--- src/rtl/ai_sched_pkg.sv ---
// rtl/ai_sched_pkg.sv - shared types, constants and direction bias table for the AI tank scheduler
package ai_sched_pkg;

  typedef enum logic [1:0] {WAIT, ARB, DRAW, COMMIT} state_t;

  localparam logic [1:0] DIR_RIGHT = 2'b00;
  localparam logic [1:0] DIR_LEFT  = 2'b01;
  localparam logic [1:0] DIR_DOWN  = 2'b10;
  localparam logic [1:0] DIR_UP    = 2'b11;

  localparam logic [15:0] LFSR_TAPS    = 16'hB400;
  localparam logic [15:0] DEFAULT_SEED = 16'hACE1;

  // Down gets 11 of 32 codes so AI tanks drift toward the player's base.
  function automatic logic [1:0] dir_from_rnd(input logic [4:0] d);
    if (d <= 5'd10)      return DIR_DOWN;
    else if (d <= 5'd17) return DIR_LEFT;
    else if (d <= 5'd24) return DIR_RIGHT;
    else                 return DIR_UP;
  endfunction

endpackage

--- src/rtl/ai_tank_scheduler_if.sv ---
// rtl/ai_tank_scheduler_if.sv - decision output bus from the scheduler to tank movement/bullet logic
interface ai_tank_scheduler_if #(parameter int NUM_TANKS = 4);

  localparam int IDX_W = $clog2(NUM_TANKS);

  logic [4*NUM_TANKS-1:0] AI_tank_control;
  logic [NUM_TANKS-1:0]   decision_valid;
  logic [IDX_W-1:0]       grant_idx;

  modport master (output AI_tank_control, decision_valid, grant_idx);
  modport slave  (input  AI_tank_control, decision_valid, grant_idx);

endinterface

--- src/rtl/ai_tank_scheduler_lfsr.sv ---
// rtl/ai_tank_scheduler_lfsr.sv - 16-bit Galois LFSR shared by all AI tanks
module ai_lfsr16
  import ai_sched_pkg::*;
#(
  parameter logic [15:0] SEED = DEFAULT_SEED
) (
  input  logic        Clk,
  input  logic        Reset_n,
  input  logic        en,
  output logic [15:0] q
);

  always_ff @(posedge Clk) begin
    if (!Reset_n) begin
      q <= SEED;
    end else if (en) begin
      // Zero is a lock-up state for a Galois LFSR; recover from it.
      if (q == 16'h0000)
        q <= SEED;
      else if (q[0])
        q <= (q >> 1) ^ LFSR_TAPS;
      else
        q <= q >> 1;
    end
  end

endmodule

--- src/rtl/ai_tank_scheduler.sv ---
// rtl/ai_tank_scheduler.sv - round-robin/urgent decision scheduler for AI tanks; AI_BLOCKED_REDECIDE_EN enables the blocked-tank urgent path
module ai_tank_scheduler
  import ai_sched_pkg::*;
#(
  parameter int          NUM_TANKS = 4,
  parameter logic [15:0] LFSR_SEED = DEFAULT_SEED
) (
  input  logic                 Clk,
  input  logic                 Reset_n,
  input  logic [31:0]          interval,
  input  logic                 freeze,
  input  logic [NUM_TANKS-1:0] tank_alive,
  input  logic [NUM_TANKS-1:0] blocked_req,
  ai_tank_scheduler_if.master  dec
);

  localparam int IW = $clog2(NUM_TANKS);

  state_t                 state;
  logic [31:0]            tick_cnt;
  logic                   sched_pend;
  logic [NUM_TANKS-1:0]   urgent_pend;
  logic [IW-1:0]          rr_ptr;
  logic [IW-1:0]          grant;
  logic                   urgent_svc;
  logic [15:0]            r;
  logic [15:0]            lfsr_q;
  logic [4*NUM_TANKS-1:0] ctl;
  logic [NUM_TANKS-1:0]   dv;

  logic                   urg_hit, alive_hit;
  logic [IW-1:0]          urg_idx, alive_idx, cand;
  logic [1:0]             drawn_dir, new_dir;
  logic                   new_move;
  logic [3:0]             new_word;

  wire unused_r = ^r[15:8];
`ifndef AI_BLOCKED_REDECIDE_EN
  wire unused_blocked = ^blocked_req;
`endif

  ai_lfsr16 #(.SEED(LFSR_SEED)) u_lfsr (
    .Clk     (Clk),
    .Reset_n (Reset_n),
    .en      (~freeze),
    .q       (lfsr_q)
  );

  // Scan from the pointer backwards so the nearest candidate at/after rr_ptr wins.
  always_comb begin
    urg_hit   = 1'b0;
    urg_idx   = rr_ptr;
    alive_hit = 1'b0;
    alive_idx = rr_ptr;
    cand      = '0;
    for (int k = NUM_TANKS - 1; k >= 0; k--) begin
      cand = IW'((int'(rr_ptr) + k) % NUM_TANKS);
      if (urgent_pend[cand]) begin
        urg_hit = 1'b1;
        urg_idx = cand;
      end
      if (tank_alive[cand]) begin
        alive_hit = 1'b1;
        alive_idx = cand;
      end
    end
  end

  always_comb begin
    drawn_dir = dir_from_rnd(r[4:0]);
    new_move  = r[6] | r[7];
    new_dir   = drawn_dir;
`ifdef AI_BLOCKED_REDECIDE_EN
    // A blocked tank must move, and never retry the heading it is stuck on.
    if (urgent_svc) begin
      new_move = 1'b1;
      if (drawn_dir == ctl[4*grant +: 2])
        new_dir = drawn_dir + 2'd1;
    end
`endif
    new_word = {r[5], new_move, new_dir};
  end

  always_ff @(posedge Clk) begin
    if (!Reset_n) begin
      state       <= WAIT;
      tick_cnt    <= '0;
      sched_pend  <= 1'b0;
      urgent_pend <= '0;
      rr_ptr      <= '0;
      grant       <= '0;
      urgent_svc  <= 1'b0;
      r           <= '0;
      ctl         <= '0;
      dv          <= '0;
    end else begin
      dv <= '0;
      if (!freeze) begin
        case (state)
          WAIT: begin
            if ((|urgent_pend) || sched_pend)
              state <= ARB;
          end
          ARB: begin
            if (urg_hit) begin
              grant      <= urg_idx;
              urgent_svc <= 1'b1;
              state      <= DRAW;
            end else begin
              sched_pend <= 1'b0;
              if (alive_hit && sched_pend) begin
                grant      <= alive_idx;
                urgent_svc <= 1'b0;
                state      <= DRAW;
              end else begin
                state <= WAIT;
              end
            end
          end
          DRAW: begin
            if (!tank_alive[grant]) begin
              state <= WAIT;
            end else begin
              r     <= lfsr_q;
              state <= COMMIT;
            end
          end
          COMMIT: begin
            state <= WAIT;
            if (tank_alive[grant]) begin
              ctl[4*grant +: 4]  <= new_word;
              dv[grant]          <= 1'b1;
              urgent_pend[grant] <= 1'b0;
              if (!urgent_svc)
                rr_ptr <= (grant == IW'(NUM_TANKS - 1)) ? '0 : grant + 1'b1;
            end
          end
          default: state <= WAIT;
        endcase

        // Tick after the FSM so a tick coinciding with the ARB clear is kept.
        if (tick_cnt == interval) begin
          tick_cnt   <= '0;
          sched_pend <= 1'b1;
        end else begin
          tick_cnt <= tick_cnt + 32'd1;
        end

        for (int i = 0; i < NUM_TANKS; i++) begin
          if (!tank_alive[i])
            urgent_pend[i] <= 1'b0;
`ifdef AI_BLOCKED_REDECIDE_EN
          if (blocked_req[i] && tank_alive[i])
            urgent_pend[i] <= 1'b1;
`endif
        end
      end

      for (int i = 0; i < NUM_TANKS; i++) begin
        if (!tank_alive[i])
          ctl[4*i +: 4] <= '0;
      end
    end
  end

  assign dec.AI_tank_control = ctl;
  assign dec.decision_valid  = dv;
  assign dec.grant_idx       = grant;

endmodule
--- src/flat_wrapper.sv ---
// flat-port wrapper written by rule: the top's interface ports become plain ports
module ai_tank_scheduler_flat import ai_sched_pkg::*;
#(
  parameter int          NUM_TANKS = 4,
  parameter logic [15:0] LFSR_SEED = DEFAULT_SEED
)
  (Clk, Reset_n, interval, freeze, tank_alive, blocked_req, dec_AI_tank_control, dec_decision_valid, dec_grant_idx);
  ai_tank_scheduler_if #(.NUM_TANKS(NUM_TANKS)) dec_i ();
  input  logic Clk;
  input  logic Reset_n;
  input  logic [31:0] interval;
  input  logic freeze;
  input  logic [NUM_TANKS-1:0] tank_alive;
  input  logic [NUM_TANKS-1:0] blocked_req;
  output wire logic [$bits(dec_i.AI_tank_control)-1:0] dec_AI_tank_control;
  output wire logic [$bits(dec_i.decision_valid)-1:0] dec_decision_valid;
  output wire logic [$bits(dec_i.grant_idx)-1:0] dec_grant_idx;
  assign dec_AI_tank_control = dec_i.AI_tank_control;
  assign dec_decision_valid = dec_i.decision_valid;
  assign dec_grant_idx = dec_i.grant_idx;
  ai_tank_scheduler #(.NUM_TANKS(NUM_TANKS), .LFSR_SEED(LFSR_SEED)) u_core (.Clk(Clk), .Reset_n(Reset_n), .interval(interval), .freeze(freeze), .tank_alive(tank_alive), .blocked_req(blocked_req), .dec(dec_i));
endmodule
--- config.mk ---
export PLATFORM = sky130hd
export DESIGN_NAME = ai_tank_scheduler_flat
export DESIGN_NICKNAME = d
export VERILOG_FILES = /design/src/rtl/ai_sched_pkg.sv /design/src/rtl/ai_tank_scheduler_if.sv /design/src/rtl/ai_tank_scheduler_lfsr.sv /design/src/rtl/ai_tank_scheduler.sv /design/src/flat_wrapper.sv
export SDC_FILE = /design/constraint.sdc
export NUM_CORES = 1
export LEC_CHECK = 0
export BUFFER_PORTS_ARGS = -buffer_cell sky130_fd_sc_hd__buf_2
export CORE_ASPECT_RATIO = 1.4
export CORE_MARGIN = 2
export CORE_UTILIZATION = 35
export DETAILED_ROUTE_END_ITERATION = 8
export GPL_TIMING_DRIVEN = 0
export REMOVE_ABC_BUFFERS = 1
export SLEW_MARGIN = 15
export SYNTH_ARGS = -nofsm -noshare
export SYNTH_HDL_FRONTEND = slang
export SYNTH_SLANG_ARGS = --single-unit
--- constraint.sdc ---
create_clock -name Clk -period 2 [get_ports Clk]
set_input_delay 0.4 -clock Clk [delete_from_list [all_inputs] [get_ports Clk]]
set_output_delay 0.4 -clock Clk [all_outputs]
set_load 0.01 [all_outputs]
# ---- Word level (Yosys, flattened, before mapping)
# Cells that the tools add are included.
dict set report totals {
  regBits 88
  latchBits 0
  ramBits 0
  rom_bits 0
  in_bits 43
  output_inout_bits 22
  n_memories 0
}
dict set report classes {
  add_sub_neg 6
  multipliers 0
  n_div 0
  magnitude_cmp 9
  eq_ne 15
  shift 2
  mux 62
  n_bitwise 9
  n_reduce_logical 23
}
# cell count
set ops {}
lappend ops {{2-bit 2-to-1 mux} 18}
lappend ops {{4-bit negation with 34-bit output} 1}
lappend ops {{4-bit by 34-bit variable shift with 16-bit output (first input constant)} 1}
lappend ops {{4-bit by 34-bit indexed part select with 16-bit output} 1}
lappend ops {{32-bit by 1-bit adder with 32-bit output (second input constant)} 1}
lappend ops {{32-bit equality test} 1}
lappend ops {{16-bit 2-to-1 mux} 2}
lappend ops {{32-bit 2-to-1 mux} 1}
lappend ops {{1-bit 2-to-1 mux} 27}
lappend ops {{3-bit AND reduction} 8}
lappend ops {{1-bit binary-select mux with 2-bit select} 9}
lappend ops {{2-bit by 1-bit != test with 1-bit output (second input constant)} 9}
lappend ops {{16-bit bitwise mux} 1}
lappend ops {{16-bit logical NOT} 1}
lappend ops {{2-bit by 3-bit less-than comparator with 1-bit output (second input constant)} 5}
lappend ops {{5-bit <= comparator (second input constant)} 2}
lappend ops {{2-bit AND reduction} 5}
lappend ops {{4-bit 2-to-1 mux} 2}
lappend ops {{2-bit one-hot mux with 4 select lines} 1}
lappend ops {{4-bit OR reduction} 2}
lappend ops {{2-bit equality test (second input constant)} 3}
lappend ops {{5-bit by 4-bit <= comparator with 1-bit output (second input constant)} 1}
lappend ops {{1-bit inverter} 5}
lappend ops {{2-bit by 1-bit adder with 2-bit output (second input constant)} 2}
lappend ops {{other kinds (14)} 17}

# ---- Depth between registers and ports, before layout
# Gate-level depths: netlist of the first run.
dict set report logic_depth {
  depth_word 11
  depth_mapped 8
  ltp_nobuf 6
}

# ---- Modules after synthesis
# From an unflattened synthesis of the first run, not the netlist that was laid out.
dict set report hier_totals {
  cells_unflattened 492
  hier_area_um2 4450.5
}
# module instances cells_each area_each_um2
set by_module_without_submodules {}
lappend by_module_without_submodules {ai_tank_scheduler 1 439 3813.7}
lappend by_module_without_submodules {ai_lfsr16 1 53 636.9}

# ---- Worst setup path after synthesis of the first run
# Ideal clock, no wire load.
dict set report synth_path {
  kind {register to register}
  start {reg u_core.grant[0] (netlist: u_core.dec.grant_idx[0])}
  end {reg u_core.ctl[12] (netlist: u_core.dec.AI_tank_control[12])}
  t_arrival_ns 1.805
  t_required_ns 1.913
  slack_ns 0.108
  path_stages_with_launch 6
  n_path_buf 0
  period_less_slack_ns 1.892
  cell_sequence {dfxtp_1 inv_1 ha_1 nor4b_1 inv_1 o31ai_1}
}
dict set report synth_between {
  elab_chain_len 3
  elab_cells_between_ends 7
  cone_classes {1 x add/sub; 2 x shift; 3 x mux; 1 x reduce/logical}
}
# item line_no
set synth_rtl {}
lappend synth_rtl {{start: declaration} ai_tank_scheduler.sv:24} ;# logic [IW-1:0] grant;
lappend synth_rtl {{start signal: assignment} ai_tank_scheduler.sv:106} ;# grant <= urg_idx;
lappend synth_rtl {{start signal: assignment} ai_tank_scheduler.sv:112} ;# grant <= alive_idx;
lappend synth_rtl {{4-bit negation with 34-bit output or 1-bit binary-select mux with 2-bit select (tied branches)} {ai_tank_scheduler.sv:131, ai_tank_scheduler.sv:130}}
lappend synth_rtl {{4-bit by 34-bit indexed part select with 16-bit output (tied with other cells)} ai_tank_scheduler.sv:131} ;# ctl[4*grant +: 4] <= new_word;
lappend synth_rtl {{16-bit bitwise mux or 3-bit AND reduction (tied branches)} n/a}
lappend synth_rtl {{end signal: indexed assignment} ai_tank_scheduler.sv:131}
lappend synth_rtl {{end: declaration} ai_tank_scheduler.sv:28} ;# logic [4*NUM_TANKS-1:0] ctl;
# Several ways; a longest one is shown, not always the timed one. The select of a mux whose other input is x is not followed.
# A chain may end at the register's enable or synchronous reset.

# ---- Final worst setup path of the first run
dict set report layout_path {
  start {reg u_core.grant[1] (netlist: u_core.dec.grant_idx[1])}
  end {reg u_core.ctl[12] (netlist: u_core.dec.AI_tank_control[12])}
}
# The elaborated chain is that of the path after synthesis.

==> out/metrics.cfg, run 1 <==
[status]
status = complete, no violations

[floorplan]
start_util_pct = 35.42
pin_count = 65
die_w_um = 97.87
core_sq_um = 12190
core.rowCount = 48
fp.dieH_um = 135.4
die_area_sq_um = 13250

[layout]
utilization_pct = 42.18
final_nets = 601
area_growth_pct = 19.10
final_area_sq_um = 5142
nFillCells = 1212
multi_input_area_sq_um = 2481
num_antenna_cells = 0
stdcell_count = 704
drive_above_1_share_pct = 16.79
regArea_sq_um = 1765

[detailed_routing]
via_count = 3652
wl_per_cell_um = 14.38
routed_wl_um = 10120
drcViolationCount = 0
detail-route-antenna-nets = 0
drt_iter0_drc = 155
vias_per_cell = 5.188
dr.pass1.iters = 4

[logic_synthesis]
yosysSeqAreaShare_pct = 40.80
yosys.area.top_type = dfxtp_1
ys_warn_count = 0
async_flop_share_pct = 0
synth_commonest_cells = 88 x dfxtp_1, 57 x xor2_1, 38 x nor2_1
synth_seq_cells = 88
synth_cells = 492
synth_edf_count = 0
ys.flop_type = dfxtp_1
synthTopCellsByArea = dfxtp_1 41%, xor2_1 12%, o21ai_0 4.2%
synth_top_area_share_pct = 40.80
ys_types = 46
syn_area_sq_um = 4318
avgSynthCellArea_sq_um = 8.776
synth_most_common_cell = dfxtp_1

[worst_setup_path]
end_kind = flop
crit_path_max_fanout = 8
ff2ff_path_depth = 5
cp_common_cell = inv_1
critical_path_arrival_ns = 2.11
r2r_slack_ns = 0.14
cp-start-kind = flop
path_buf_inv = 2
cpPeakStageDelay_ns = 0.50
slowest_stage = dfxtp_1
rr_startpoint = u_core.dec.grant_idx[1]$_SDFFE_PN0P_
cp_top_family = flip-flops
path_cells = inv_1 > ha_1 > nor4b_4 > inv_1 > o31ai_1
crit_cells = 5
cp.required_ns = 2.25
rr_endpoint = u_core.dec.AI_tank_control[12]$_SDFFE_PN0P_
critPathKind = reg2reg

[global_routing]
grt_pass1_wl_um = 16630
grt_overflow = 0
antenna_found_initial = 0
grt_pass1_vias = 3502
track_usage_pct = 15.39
grt_max_degree = 44

[sta]
hold_violations = 0
max_slew_margin_pct = 58.62
setup_viol_count_final = 0
slew_violations = 0
clock_skew_ns = 0.01091
fin_crit_ns = 1.859
tightest_slew_ns = 0.6156
rsz0062_at_grt = no
post-route-period-util_pct = 92.97
max_freq_mhz = 537.8
fin_ws_ns = 0.1406

[clock_tree]
clock_path_buffers = 2
cts_root_buffer = clkbuf_16
htree_levels = 3
cts_sinks = 88
tritoncts = done
cts_buffers = 9
clk_latency_ns = 0.35
clk_pin_slew_ns = 0.07

[placement]
dp_slack_ns = -0.6275
place_area_sq_um = 4733
place.gp.congestion = 0.7913
post-place-cells = 684
port_buffers = 60
dpl.hpwl_um = 7153

[power_and_ir_drop]
p_per_area_nw_per_um2 = 729.2
power.leakage_nw = 2.134
ir_drop_mv = 0.4261

[min_path]
hold_path_end = u_core.dec.AI_tank_control[4]$_SDFFE_PN0P_
hold_class = reg2reg
hold_depth = 2
hp-start = u_core.dec.AI_tank_control[4]$_SDFFE_PN0P_

[run]
drv_cap = 0

==> worst max path at each step <==
stage / start / endpoint / slack, ns
after detailed placement: freeze / u_core.tick_cnt[31]$_SDFFE_PN0N_ / -0.63
final: u_core.dec.grant_idx[1]$_SDFFE_PN0P_ / u_core.dec.AI_tank_control[12]$_SDFFE_PN0P_ / 0.14
after CTS: u_core.dec.grant_idx[0]$_SDFFE_PN0P_ / u_core.dec.AI_tank_control[12]$_SDFFE_PN0P_ / 0.003
after global placement: interval[15] / u_core.tick_cnt[17]$_SDFFE_PN0N_ / -1.32
after global routing: freeze / u_core.tick_cnt[31]$_SDFFE_PN0N_ / 0.004
after floorplan: interval[19] / u_core.tick_cnt[10]$_SDFFE_PN0N_ / -0.34
==> worst min-delay path, cell delays in order (launching register included) <==
cell,delay [ns]
dfxtp_1,0.31
nand3_1,0.06
o31ai_1,0.06
==> placed cells by master, fill, tap and decap left out, types with 3 or more instances in the layout <==
| cell | synthesis | layout |
|---|---|---|
| ha_1 | 9 | 9 |
| dfxtp_1 | 88 | 87 |
| and2_0 | 4 | 4 |
| a21oi_1 | 23 | 23 |
| buf_4 | 3 | 4 |
| and3_1 | 13 | 13 |
| o22a_1 | 6 | 6 |
| nor2b_1 | 19 | 19 |
| clkbuf_16 | 0 | 9 |
| xnor2_1 | 4 | 4 |
| nor4_1 | 13 | 11 |
| o221ai_1 | 4 | 4 |
| nand2b_1 | 4 | 4 |
| nand4_1 | 13 | 13 |
| buf_2 | 3 | 59 |
| nor3_1 | 4 | 3 |
| nand3_1 | 27 | 27 |
| o22ai_1 | 3 | 3 |
| and2_1 | 6 | 6 |
| nor2_1 | 38 | 38 |
| a21boi_0 | 4 | 4 |
| or3_1 | 4 | 3 |
| inv_6 | 0 | 3 |
| o21ai_0 | 36 | 36 |
| nand2_1 | 37 | 36 |
| inv_1 | 13 | 13 |
| mux2i_1 | 15 | 15 |
| and4_1 | 5 | 4 |
| o31ai_1 | 5 | 5 |
| xor2_1 | 57 | 57 |
==> flip-flops by register name, indices dropped and copies added (netlist names), 2 cells and up <==
name                        flops
u_core.tick_cnt                32
u_core.dec.AI_tank_control     16
u_core.u_lfsr.q                16
u_core.r                        8
u_core.dec.decision_valid       4
u_core.urgent_pend              4
u_core.dec.grant_idx            2
u_core.rr_ptr                   2
u_core.state                    2
==> final cells by class <==
cell class | count | area share [%]
clock buffers | 10 | 4.647
clock inverters | 6 | 1.411
inverters | 13 | 0.9489
multi-input cells | 372 | 48.25
flip-flops and latches | 88 | 34.33
well taps | 150 | 3.650
repair buffers | 65 | 6.764
==> kinds of logic (layout without fill, tap and decap cells) <==
kind of cell             count (synthesis)  in the layout  synth area share, %
XOR/XNOR                                61             61                12.37
AO/OA/AOI/OAI                           91             91                12.89
buffers and inverters                   32             94                3.477
adder cells (fa/ha/maj)                  9              9                2.608
multiplexers                            16             16                3.999
flip-flops                              88             88                40.80
AND/OR/NAND/NOR                        195            195                23.85
==> routing by layer <==
metal | track usage [%] | part of all wire [%] | wire [um]
met1 | 17.74 | 44 | 4418
met2 | 27.13 | 50 | 5059
met3 | 3.973 | 4.2 | 429
met4 | 6.096 | 2.1 | 216
met5 | 0 | 0 | 0
==> power breakdown <==
part	leakage (nW)	internal [mW]	total [mW]	switching, mW
clock network	0.150	1.02	1.75	0.730
registers	0.713	1.78	1.80	0.0281
logic	1.27	0.0935	0.199	0.106
==> per-stage QoR <==
| step | setup TNS, ns | hold slack [ns] | total power [mW] |
|---|---|---|---|
| 6_report | 0 | 0.4716 | 3.750 |
| 5_1_grt | 0 | 0.5083 | 3.887 |
| 4_1_cts | 0 | 0.4743 | 3.806 |
| 3_5_place_dp | -16.48 | 0.4603 | 2.040 |
| 3_3_place_gp | -42.11 | 0.4542 | 2.029 |
| 2_1_floorplan | -9.902 | 0.4485 | 1.937 |
==> what timing repair did <==
item / in CTS / in global routing
hold buffers: 0 / 0
buffers inserted: 3 / 1
gates cloned: 0 / 0
pin swaps: 3 / 2
setup endpoints to repair: 55 / 51
gates resized for setup: 4 / 10
Note: power is estimated with default switching activity, not from simulation.
==> run 2: changes to the inputs <==
BUFFER_PORTS_ARGS = -buffer_cell sky130_fd_sc_hd__clkbuf_2   (was -buffer_cell sky130_fd_sc_hd__buf_2)
==> run 2 against run 1 <==
Net effect:
- final area shrank 0.44%
- hold slack hardly changed
- count of clock-buffer cells in the layout unchanged
- global-route usage about the same
- via count grew 0.25%
- die area is the same
- total power decreased by 4.4%
- register-to-register slack barely moved
==> out/metrics.cfg, run 2 (same netlist as run 1, synthesis figures left out) <==
[global_routing]
grt_pass1_wl_um = 16660
grt_pass1_vias = 3531
track_usage_pct = 15.35
grt_max_degree = 44
grt_overflow = 0
antenna_found_initial = 0

[clock_tree]
cts_buffers = 9
tritoncts = done
cts_root_buffer = clkbuf_16
holdBufCountCts = 0
htree_levels = 3
clock_path_buffers = 2
clk_pin_slew_ns = 0.07
clk_latency_ns = 0.34
cts_sinks = 88

[worst_setup_path]
critPathKind = reg2reg
cp-start-kind = flop
end_kind = flop
path_cells = xor2_1 > nor4_1 > nand4_1 > buf_4 > o31ai_4 > buf_4 > nor2_1
cpPeakStageDelay_ns = 0.41
cp_top_family = simple AND/OR/NAND/NOR gates
cp.required_ns = 2.23
slowest_stage = nor4_1
critical_path_arrival_ns = 2.09
crit_path_max_fanout = 10
path_buf_inv = 2
cp_common_cell = buf_4

[sta]
setup_viol_count_final = 0
clock_skew_ns = 0.008988
max_freq_mhz = 537.0
fin_crit_ns = 1.862
slew_violations = 0
tightest_slew_ns = 0.6949
hold_violations = 0
max_slew_margin_pct = 53.67
post-route-period-util_pct = 93.11
rsz0062_at_grt = no

[power_and_ir_drop]
finalPower_mw = 3.585
p_per_area_nw_per_um2 = 700.2
ir_drop_mv = 0.4280
power.leakage_nw = 2.107

[layout]
top_register = u_core.tick_cnt
drive_above_1_share_pct = 17.12
utilization_pct = 42.00
area_growth_pct = 18.57
final_nets = 603
largest_reg_flops = 32
num_antenna_cells = 0
stdcell_count = 705
mostFrequentLayoutCells = 86 x dfxtp_1, 58 x clkbuf_2, 57 x xor2_1
layout_commonest_cell = dfxtp_1

[detailed_routing]
wl_per_cell_um = 14.18
routed_wl_um = 9996
via_count = 3661
dr.pass1.iters = 5
drt_iter0_drc = 129
drcViolationCount = 0
detail-route-antenna-nets = 0
vias_per_cell = 5.193

[run]
drv_cap = 0

[status]
status = complete, no violations

[placement]
dpl.hpwl_um = 7122
post-place-cells = 684
port_buffers = 60
place.gp.congestion = 0.7900

[floorplan]
core_sq_um = 12190
core.rowCount = 48
die_w_um = 97.87
start_util_pct = 35.42
die_area_sq_um = 13250
pin_count = 65
fp.dieH_um = 135.4

[min_path]
hold_class = reg2reg

[run 2: cell types whose count changed in the layout (fill, tap and decap cells not counted), moves of 2 or more]
cell,change
buf_4,+2
buf_2,-57
clkbuf_2,+58
clkinvlp_4,+2
[run 2: timing repair]
item,CTS,global route
resized for setup,7,9
setup buffers,2,4
setup endpoints to repair,57,47
pin swaps,3,2
gates cloned,0,0
[run 2: area by class of cell]
cell class | count | area, sq um
Fill cell | 1219 | 7072
Multi-Input combinational cell | 372 | 2477
Sequential cell | 88 | 1767
Timing Repair Buffer | 67 | 360.3
Clock buffer | 10 | 239.0
Tap cell | 150 | 187.7
Inverter | 13 | 48.80
Clock inverter | 5 | 40.04
[run 2: where the power goes]
part | switching [mW] | internal [mW]
Combinational | 0.103 | 0.0930
Sequential | 0.0287 | 1.78
Clock | 0.707 | 0.877
Total | 0.839 | 2.75
[run 2: worst paths after layout]
path,slack [ns],startpoint,cells past startpoint,to
max reg2reg,0.14,u_core.tick_cnt[15]$_SDFFE_PN0N_,7,u_core.tick_cnt[27]$_SDFFE_PN0N_
min,0.47,u_core.dec.AI_tank_control[5]$_SDFFE_PN0P_,2,u_core.dec.AI_tank_control[5]$_SDFFE_PN0P_
max,0.14,u_core.tick_cnt[15]$_SDFFE_PN0N_,7,u_core.tick_cnt[27]$_SDFFE_PN0N_
min reg2reg,0.47,u_core.dec.AI_tank_control[5]$_SDFFE_PN0P_,2,u_core.dec.AI_tank_control[5]$_SDFFE_PN0P_
[run 2: through the flow]
stage	setup TNS [ns]	worst slack (ns)	area, sq um	hold WS, ns
after floorplan	-9.902	-0.3449	4217	0.4485
after global placement	-42.25	-1.304	4705	0.4563
after detailed placement	-18.23	-0.7671	4733	0.4626
after CTS	0	0.008509	5061	0.4765
after global routing	0	0.01544	5120	0.5026
final	0	0.1378	5120	0.4721
[run 2: routing by layer]
layer  wire [um]  track usage (%)
met5           0                0
met4         189            6.019
met3         502            3.922
met2        4909            26.90
met1        4395            17.88
[run 2: worst reg2reg max path, stage by stage (launching register included)]
cell     delay, ns
dfxtp_1       0.36
xor2_1        0.17
nor4_1        0.41
nand4_1       0.13
buf_4         0.19
o31ai_4       0.21
buf_4         0.21
nor2_1        0.06
